$ cat src/rtl/qmd_pkg.sv
// qmd_pkg: shared types and codes for the Q multiply/divide step sequencer.
//   qmd_state_e   - sequencer state encoding
//   QS_*          - Q select codes, written as {qs1, qs0}
//   ALU_*         - ALU function select codes
//   STEPS_DEFAULT - default number of shift steps per operation
package qmd_pkg;

    typedef enum logic [2:0] {
        StIdle  = 3'd0,
        StLoad  = 3'd1,
        StStep  = 3'd2,
        StFixup = 3'd3,
        StDone  = 3'd4
    } qmd_state_e;

    // {qs1, qs0}
    localparam logic [1:0] QS_HOLD = 2'b00;
    localparam logic [1:0] QS_SHL  = 2'b01;
    localparam logic [1:0] QS_SHR  = 2'b10;
    localparam logic [1:0] QS_LOAD = 2'b11;

    localparam logic [1:0] ALU_PASS = 2'b00;
    localparam logic [1:0] ALU_ADD  = 2'b01;
    localparam logic [1:0] ALU_SUB  = 2'b10;

    localparam int unsigned STEPS_DEFAULT = 32;

endpackage

$ cat src/rtl/qmd_decode.sv
// qmd_decode: combinational mapping from sequencer state and step inputs to the
// Q select, ALU select and Q serial-input bit. All outputs are zero (hold/pass)
// in cycles without state_write so Q only moves on strobe cycles.
// Optional feature macro: QMD_SIGNED_FIXUP_EN (decodes the FIXUP state).
// Ports:
//   state_i       - current sequencer state
//   op_i          - captured operation, 0 multiply / 1 divide
//   q0_i          - current Q[0]
//   alu_sign_i    - sign of the current ALU result
//   prior_sign_i  - ALU sign registered on the previous divide step
//   state_write_i - advance strobe
//   qs_o          - Q select {qs1, qs0}
//   alu_sel_o     - ALU function select
//   q_in_o        - serial bit shifted into Q
module qmd_decode
    import qmd_pkg::*;
(
    input  qmd_state_e state_i,
    input  logic       op_i,
    input  logic       q0_i,
    input  logic       alu_sign_i,
    input  logic       prior_sign_i,
    input  logic       state_write_i,
    output logic [1:0] qs_o,
    output logic [1:0] alu_sel_o,
    output logic       q_in_o
);

    always_comb begin
        qs_o      = QS_HOLD;
        alu_sel_o = ALU_PASS;
        q_in_o    = 1'b0;
        if (state_write_i) begin
            unique case (state_i)
                StLoad: qs_o = QS_LOAD;
                StStep: begin
                    if (op_i) begin
                        // Non-restoring divide: subtract after a non-negative
                        // partial remainder, add back after a negative one.
                        qs_o      = QS_SHL;
                        alu_sel_o = prior_sign_i ? ALU_ADD : ALU_SUB;
                        q_in_o    = ~alu_sign_i;
                    end else begin
                        qs_o      = QS_SHR;
                        alu_sel_o = q0_i ? ALU_ADD : ALU_PASS;
                    end
                end
`ifdef QMD_SIGNED_FIXUP_EN
                // Restore a negative final remainder; Q is held.
                StFixup: alu_sel_o = (op_i && prior_sign_i) ? ALU_ADD : ALU_PASS;
`endif
                default: ;
            endcase
        end
    end

endmodule

$ cat src/rtl/qmd_seq.sv
// qmd_seq: multiply/divide step sequencer for the Q register. On an accepted
// start it runs LOAD, STEPS shift steps (multiply: shift right with
// conditional add; divide: non-restoring shift left with add/subtract) and
// DONE, advancing only on state_write. abort returns to IDLE on the next edge.
// Optional feature macro: QMD_SIGNED_FIXUP_EN adds a one-advance FIXUP state
// after the last step.
// Ports:
//   clk_i, reset_n_i - clock, asynchronous active-low reset
//   state_write_i    - advance strobe
//   start_i          - operation request (sampled in IDLE with state_write)
//   op_i             - 0 multiply, 1 divide (captured at start)
//   divisor_zero_i   - divisor-is-zero flag (captured at start)
//   abort_i          - cancel, acts regardless of state_write
//   q0_i             - current Q[0]
//   alu_sign_i       - sign of the current ALU result
//   qs0_o, qs1_o     - Q selects (combinational)
//   alu_sel_o        - ALU select (combinational)
//   q_in_o           - Q serial input (combinational)
//   busy_o, done_o   - registered status
//   err_o            - registered divide-by-zero flag
//   step_count_o     - registered count of completed steps
module qmd_seq
    import qmd_pkg::*;
#(
    parameter int unsigned STEPS = STEPS_DEFAULT
) (
    input  logic                   clk_i,
    input  logic                   reset_n_i,
    input  logic                   state_write_i,
    input  logic                   start_i,
    input  logic                   op_i,
    input  logic                   divisor_zero_i,
    input  logic                   abort_i,
    input  logic                   q0_i,
    input  logic                   alu_sign_i,
    output logic                   qs0_o,
    output logic                   qs1_o,
    output logic [1:0]             alu_sel_o,
    output logic                   q_in_o,
    output logic                   busy_o,
    output logic                   done_o,
    output logic                   err_o,
    output logic [$clog2(STEPS):0] step_count_o
);

    localparam int unsigned CW = $clog2(STEPS) + 1;

    qmd_state_e    state_q, state_d;
    logic          busy_q, done_q, err_q;
    logic          op_q, dz_q, prior_q;
    logic [CW-1:0] cnt_q;
    logic          last_step;
    logic [1:0]    qs;

    assign last_step = (cnt_q == CW'(STEPS - 1));

    // State register plus the status flags derived from the next state.
    always_ff @(posedge clk_i or negedge reset_n_i) begin
        if (!reset_n_i) begin
            state_q <= StIdle;
            busy_q  <= 1'b0;
            done_q  <= 1'b0;
        end else begin
            state_q <= state_d;
            busy_q  <= (state_d != StIdle);
            done_q  <= (state_d == StDone);
        end
    end

    // Next-state logic; abort overrides everything, including a start.
    always_comb begin
        state_d = state_q;
        if (abort_i) begin
            state_d = StIdle;
        end else if (state_write_i) begin
            unique case (state_q)
                StIdle:  if (start_i) state_d = StLoad;
                StLoad:  state_d = (op_q && dz_q) ? StDone : StStep;
                StStep: begin
                    if (last_step) begin
`ifdef QMD_SIGNED_FIXUP_EN
                        state_d = StFixup;
`else
                        state_d = StDone;
`endif
                    end
                end
                StFixup: state_d = StDone;
                StDone:  state_d = StIdle;
                default: state_d = StIdle;
            endcase
        end
    end

    // Operation context, step counter, prior sign and error flag.
    always_ff @(posedge clk_i or negedge reset_n_i) begin
        if (!reset_n_i) begin
            op_q    <= 1'b0;
            dz_q    <= 1'b0;
            prior_q <= 1'b0;
            err_q   <= 1'b0;
            cnt_q   <= '0;
        end else if (abort_i) begin
            prior_q <= 1'b0;
            err_q   <= 1'b0;
            cnt_q   <= '0;
        end else if (state_write_i) begin
            case (state_q)
                StIdle: begin
                    if (start_i) begin
                        op_q  <= op_i;
                        dz_q  <= divisor_zero_i;
                        err_q <= 1'b0;
                    end
                end
                StLoad: begin
                    cnt_q   <= '0;
                    prior_q <= 1'b0;
                    if (op_q && dz_q) err_q <= 1'b1;
                end
                StStep: begin
                    // Saturate rather than wrap.
                    if (cnt_q < CW'(STEPS)) cnt_q <= cnt_q + CW'(1);
                    prior_q <= alu_sign_i;
                end
                default: ;
            endcase
        end
    end

    // Output decode.
    qmd_decode u_decode (
        .state_i       (state_q),
        .op_i          (op_q),
        .q0_i          (q0_i),
        .alu_sign_i    (alu_sign_i),
        .prior_sign_i  (prior_q),
        .state_write_i (state_write_i),
        .qs_o          (qs),
        .alu_sel_o     (alu_sel_o),
        .q_in_o        (q_in_o)
    );

    assign qs0_o        = qs[0];
    assign qs1_o        = qs[1];
    assign busy_o       = busy_q;
    assign done_o       = done_q;
    assign err_o        = err_q;
    assign step_count_o = cnt_q;

endmodule
$ cat config.mk
export PLATFORM = sky130hd
export DESIGN_NAME = qmd_seq
export DESIGN_NICKNAME = d
export VERILOG_FILES = /design/src/rtl/qmd_pkg.sv /design/src/rtl/qmd_decode.sv /design/src/rtl/qmd_seq.sv
export SDC_FILE = /design/constraint.sdc
export NUM_CORES = 1
export LEC_CHECK = 0
export ABC_AREA = 1
export BUFFER_PORTS_ARGS = -buffer_cell sky130_fd_sc_hd__buf_2
export CORE_AREA = 2 2 45 51
export DETAILED_ROUTE_END_ITERATION = 16
export DIE_AREA = 0 0 47 53
export GPL_TIMING_DRIVEN = 0
export PLACE_DENSITY = 0.68
export SYNTH_ARGS = -nofsm -noshare
export SYNTH_HDL_FRONTEND = slang
export SYNTH_SLANG_ARGS = --single-unit
$ cat constraint.sdc
create_clock -name clk_i -period 2.4 [get_ports clk_i]
set_input_delay 0.36 -clock clk_i [delete_from_list [all_inputs] [get_ports clk_i]]
set_output_delay 0.36 -clock clk_i [all_outputs]
set_load 0.005 [all_outputs]
==> results of run 1 <==
==> area by class of cell <==
type / count / area, um^2 / share of cell area
Sequential cell: 15 / 375 / 0.361
Multi-Input combinational cell: 82 / 417 / 0.401
Clock buffer: 4 / 26.3 / 0.0253
Timing Repair Buffer: 23 / 120 / 0.116
Tap cell: 28 / 35.0 / 0.0337
Inverter: 17 / 65.1 / 0.0627
==> per-stage QoR <==
| stage | cell area [um^2] | hold slack (ns) | setup WS [ns] | power, uW |
|---|---|---|---|---|
| 2_1_floorplan | 857 | 0.0644 | 1.10 | 331 |
| 4_1_cts | 1040 | 0.303 | 0.600 | 510 |
| 3_5_place_dp | 1000 | 0.280 | 0.920 | 363 |
| 3_3_place_gp | 1000 | 0.277 | 0.937 | 360 |
| 5_1_grt | 1040 | 0.306 | 0.465 | 535 |
| 6_report | 1040 | 0.303 | 0.624 | 505 |
==> state kept, by name (all words and copies together) (netlist names) <==
register and flops:
err_o 1, done_o 1, op_q 1, busy_o 1
state_q 3, dz_q 1, prior_q 1, step_count_o 6
==> cells by family (layout without fill, tap and decap cells) <==
family,Yosys count,after routing
compound gates,11,11
fa+ha+maj,1,1
simple gates,67,67
flops,15,15
xor+xnor,1,1
buf+inv,17,44
mux,2,2
==> cell usage in the layout, fill, tap and decap left out, types with 2 or more instances in the layout <==
master | synthesis | final
nand3_1 | 11 | 11
buf_2 | 0 | 22
nand2_1 | 35 | 35
nor2_4 | 2 | 2
inv_1 | 13 | 13
clkbuf_4 | 0 | 3
o21ai_0 | 9 | 9
mux2_2 | 2 | 2
nor2_1 | 9 | 9
inv_2 | 3 | 3
nand4_1 | 4 | 4
dfrtp_1 | 15 | 15
==> worst min path at each step <==
stage	from	endpoint	slack, ns	depth (start not counted)
finish	divisor_zero_i	dz_q	0.30	2
global route	divisor_zero_i	dz_q	0.31	2
CTS	divisor_zero_i	dz_q	0.30	2
detailed placement	reset_n_i	step_count_o[1]	0.28	1
global placement	reset_n_i	step_count_o[1]	0.28	1
floorplan	reset_n_i	busy_o	0.06	0
==> critical path: stages, from the launching register on <==
cell	delay (ns)
dfrtp_1	0.42
inv_1	0.12
nand3_2	0.12
inv_2	0.12
nand2_1	0.08
o21ai_0	0.13
buf_2	0.13
==> synth_stat cells <==
library cell  count
mux2_2            2
nand2_2           1
nand3_1          11
o21ai_0           9
inv_2             3
o21bai_1          1
clkinv_2          1
dfrtp_1          15
ha_1              1
nand2_1          35
xor2_1            1
nor2_4            2
inv_1            13
nand3b_1          1
a21oi_1           1
nand3_2           1
nor2_1            9
nand4_1           4
nand4_2           1
nor3_1            1
or2_0             1
==> timing repair <==
item | in CTS | in global routing
resized for setup | 0 | 0
endpoints found under the hold margin | 15 | 0
hold buffers | 1 | 0
==> per-layer routing <==
metal / vias to the layer above / part of all wire / global-route usage
li1: 420 / - / -
met1: 372 / 0.45 / 0.205
met2: 13 / 0.51 / 0.274
met3: 5 / 0.027 / 0.0205
met4: 0 / 0.017 / 0.0694
met5: - / 0 / 0
==> where the power goes <==
group / leakage [uW] / switching [uW] / internal [uW] / total (uW)
clock network: 0.0000150 / 82.0 / 64.6 / 147
logic: 0.000374 / 42.8 / 31.1 / 73.9
registers: 0.000202 / 17.3 / 267 / 284
==> key figures, run 1 <==
Run status
  • Status: complete, no violations

Pwr
  • Leakage: 0.000592 uW
  • Maximum vdd drop: about 0.00034 V
  • Pwr/cell area: 486 nW/um^2

Clock network
  • TritonCTS clock tree: done
  • Clock transition at path regs: 0.09 ns
  • H-tree Lvls: 1
  • Post-CTS setup buffer count: 0
  • CTS root buf: clkbuf_4
  • Clk sink count: 15
  • Max Root-Sink Buffers: 2
  • Num CTS Buffers: 3
  • Clock Latency Late Sink: 0.28 ns

Global routing
  • Vias in the first global route: 739
  • GRT Util Overall: 0.163
  • Maximum number of pins on one net before global-route repair: 16
  • Global-route wire length before repair: between 2 and 3 mm
  • Gr ovfl total: 0
  • Initial antenna violation count: 0

STA
  • RSZ-0062 raised after global routing: false
  • Max frequency: 563 MHz
  • Setup violators final: 0
  • Final TNS setup: 0 ns
  • Headroom to the max-slew limit: 0.778
  • Crit path time final: between 1.5 and 2 ns
  • Fin crit share: 0.740
  • Max Slew Vio Count: 0
  • Layout Skew: ~0.0037 ns
  • Transition time at the pin with the least slew margin: 0.333 ns
  • Final hold vios: 0

Worst setup path
  • R2R Setup Slk: 0.97 ns
  • Worst Path Max Fanout: 6
  • Reg2reg start: step_count_o[0]
  • CP endpoint kind: primary output
  • CP arrival: 1.42 ns
  • Critical Path RT: slightly above 2 ns
  • Crit path to: qs1_o
  • R2R cell count: 10
  • CP startpoint: state_q[0]
  • Startpoint type of the worst setup path: flop
  • R2r endpoint: busy_o
  • WS Path Type: reg2out

Synth
  • Largest family of logic cells by synthesized area: simple AND/OR/NAND/NOR gates
  • Synth cell types: 21
  • Adder and majority gate portion of the synthesized area: 0.0146
  • Register area share after synthesis: 0.438
  • Post-synth top area cell: dfrtp_1
  • Post-synthesis mux area share: 0.0263
  • Synth Area in Compound Gates: 0.0672
  • Simple-gate share of the synthesized area: 0.368
  • Cell Area, Synth: about 860 um^2
  • Syn Nets: 124
  • Synth Instances: 114
  • XOR/XNOR Fraction of Synth Area: 0.0102
  • Synth area leaders: dfrtp_1, nand2_1, nand3_1
  • Avg Cell Area, Syn: 7.52 um^2
  • Share of the synthesized area in the top cell type: 0.438
  • Flip-flop and latch count after synthesis: 15
  • Ys Warns: 0

Route
  • Drt first pass iters: 4
  • Post-Route WL: between 1.5 and 2 mm
  • Routed Antenna Nets: 0
  • DRC viols: 0
  • DR vias/cell: 4.79
  • Starting DRT DRC Count: 12
  • DR WL/cell: 10.1 um
  • Routed vias: 810

Hold path
  • HP Class: in2reg

Cells and area
  • Filler cells: 193
  • Share of cells above drive strength 1: 0.255
  • Final Instance Count excl. Fillers: approximately 170
  • Fin util: 0.531
  • Ant diodes: 0
  • Fin nets: ~150
  • Syn-to-layout area delta: 21.2%

Die
  • Placeable Area: 1960 um^2
  • Row count: 17
  • Die H: 53 um
  • Die X: 47 um
  • Die ar.: 2490 um^2
  • Initial Util: 0.438
  • I/O pin count: 23

Placed design
  • Placed insts: 164
  • Port Buffers: 22
  • Routability cong.: 0.864
  • Detail Placement HPWL: 1.34 mm

Flow run
  • # Max-Cap Violations: 0
(Power assumes the default switching activity.)
==> run 2: changes to the inputs <==
Settings changed: PLACE_DENSITY 0.68 to 0.7.
Clock period 2.4 ns to 1.6 ns, I/O delays scaled along.
==> run 2 against run 1 <==
  * Non-clock buffer count increased by 11
  * Sequential share of layout area is 3.4 points lower
  * Worst hold slack worse by 0.12 ns
  * Critical path type unchanged
  * Die area stayed put
  * Via count increased by 5.2%
  * Clock power grew 44%
  * Highest routed layer unchanged
  * Critical path depth stayed put
  * Final area rose by 11%
  * Total power increased by 53%
==> key figures, run 2 (synthesis gave the netlist of run 1 again) <==
Global routing
  • GRT Util Overall: 0.171 (+0.00779)
  • Vias in the first global route: 733 (-0.81%)
  • Maximum number of pins on one net before global-route repair: 16 (unchanged)
  • Global-route wire length before repair: 3.04 mm (+2.6%)
  • Initial antenna violation count: 0 (unchanged)
  • Gr ovfl total: 0 (unchanged)

STA
  • Crit path time final: 1.52 ns
  • RSZ-0062 raised after global routing: true
  • Setup violators final: 0 (unchanged)
  • WHS: 0.185 ns (-0.118 ns)
  • Max frequency: 658 MHz
  • Max Slew Vio Count: 0 (unchanged)
  • Final hold vios: 0 (unchanged)
  • Layout Skew: 0.00324 ns (-0.000455 ns)
  • Headroom to the max-slew limit: 0.777 (about the same)
  • PnR worst setup slack: 0.0807 ns (-0.543 ns)
  • Fin crit share: 0.950
  • Transition time at the pin with the least slew margin: 0.334 ns (+0.000952 ns)

Hold path
  • HP Class: in2reg

Cells and area
  • Filler cells: 203 (+5.2%)
  • Fin nets: 163 (+7.2%)
  • Multi-input gate area: 442 um^2 (+6.0%)
  • Ant diodes: 0 (unchanged)
  • Share of cells above drive strength 1: 0.355 (+0.0999)
  • Commonest non-fill, non-tap cells in the layout: nand2_1, buf_2, dfrtp_1, nand3_1, buf_4
  • Max reg flops: 6 (unchanged)
  • Commonest non-fill, non-tap cell in the layout: nand2_1
  • Fin area: 1150 um^2 (+11%)
  • Reg area: 377 um^2 (+0.33%)
  • Syn-to-layout area delta: 34.2%

Die
  • I/O pin count: 23 (unchanged)
  • Row count: 17 (unchanged)
  • Die H: 53 um (unchanged)
  • Placeable Area: 1960 um^2 (unchanged)
  • Initial Util: 0.438 (unchanged)
  • Die ar.: 2490 um^2 (unchanged)
  • Die X: 47 um (unchanged)

Flow run
  • # Max-Cap Violations: 0 (unchanged)

Clock network
  • Clock transition at path regs: 0.09 ns (about the same)
  • H-tree Lvls: 1 (unchanged)
  • Clk sink count: 15 (unchanged)
  • TritonCTS clock tree: done
  • CTS root buf: clkbuf_4
  • Max Root-Sink Buffers: 2 (unchanged)
  • Clock Latency Late Sink: 0.28 ns (about the same)
  • Num CTS Buffers: 3 (unchanged)

Route
  • Drt first pass iters: 4 (unchanged)
  • Routed Antenna Nets: 0 (unchanged)
  • Routed vias: 852 (+5.2%)
  • DR vias/cell: 4.73 (-1.2%)
  • Post-Route WL: 1.96 mm (+15%)
  • DR WL/cell: 10.9 um (+8.3%)
  • Starting DRT DRC Count: 13 (+1)
  • DRC viols: 0 (unchanged)

Placed design
  • Placed instance area: 1000 um^2 (unchanged)
  • Port Buffers: 22 (unchanged)
  • Routability cong.: 0.875 (+1.3%)
  • Worst slack at placement: 0.172 ns (-0.748 ns)
  • Detail Placement HPWL: 1.42 mm (+5.5%)

Worst setup path
  • Critical-path top delay cell: dfrtp_2
  • CP max stage delay: 0.46 ns (+0.04 ns)
  • WS Path Type: reg2out
  • Critical Path RT: 1.36 ns (-0.68 ns)
  • Top Family by Delay on Critical Path: flip-flops
  • CP endpoint kind: primary output
  • CP arrival: 1.28 ns (-0.14 ns)
  • Worst Path Max Fanout: 3 (-3)
  • Worst-path cell chain: nor2_4 -> nand2_2 -> inv_2 -> nand2_1 -> o21ai_1 -> buf_2
  • Startpoint type of the worst setup path: flop
  • Crit path buffers/inverters: 2 (-1)

Pwr
  • Pwr/cell area: 673 nW/um^2 (+38%)
  • Leakage: 0.000644 uW (+8.7%)
  • Internal: 559 uW (+54%)
  • Sequential share of power: 0.553 (-0.010)
  • Maximum vdd drop: 0.000506 V (+49%)
  • Sw Share: 0.277 (-0.00446)
  • Comb power frac: 0.175 (+0.029)
  • Net Switching: 214 uW (+51%)
  • Clock group share of total power: 0.273 (-0.017)

Run status
  • Status: complete, no violations
-- run 2: changes by cell type in the layout (fill, tap and decap cells not counted), moves of 2 or more --
cell     before  now
nand2_2       1    3
inv_2         3    5
nand2_1      35   33
inv_1        13   10
buf_4         0   11
-- run 2: power by group through the flow --
stage | combinational (uW) | sequential (uW) | clock (uW)
2_1_floorplan | 68.8 | 428 | 0
3_3_place_gp | 108 | 432 | 0
3_5_place_dp | 112 | 433 | 0
4_1_cts | 118 | 425 | 223
5_1_grt | 154 | 431 | 239
6_report | 135 | 428 | 211
-- run 2: repair_timing --
item                                    in CTS  in global routing
resized for setup                            2                  9
endpoints found under the setup margin       5                  6
hold buffers                                 1                  0
setup buffers                                3                  8
pin swaps                                    0                  2
endpoints found under the hold margin       15                  0
-- run 2: per-stage QoR --
step                setup TNS, ns   util  total power, uW  cells
floorplan                       0      -              497    114
global placement                0  0.512              540    164
detailed placement              0  0.512              545    164
CTS                             0  0.543              767    172
global route              -0.0192  0.588              823    180
finish                          0  0.588              774    180
-- run 2: path summary, 6_finish.rpt --
path	startpoint	end	slack, ns	depth (start not counted)
setup / recovery	state_q[1]	qs1_o	0.08	6
hold / removal	divisor_zero_i	dz_q	0.18	2
setup reg to reg	step_count_o[0]	busy_o	0.21	10
hold reg to reg	prior_q	prior_q	0.55	2
max in group asynchronous	reset_n_i	state_q[1]	0.94	2
min in group asynchronous	reset_n_i	step_count_o[3]	0.39	2
-- run 2: layer usage --
metal  global-route usage  wire (um)  vias to the layer above
met4               0.0833          9                        0
met3               0.0307         67                        2
met2                0.285       1030                       17
li1                     -          -                      442
met5                    0          0                        -
met1                0.206        849                      391
-- run 2: layout make-up --
cell class	instances	area share
multi-input combinational	82	0.384
sequential	15	0.328
timing repair buffer	34	0.176
inverter	17	0.0588
tap	28	0.0305
clock buffer	4	0.0229
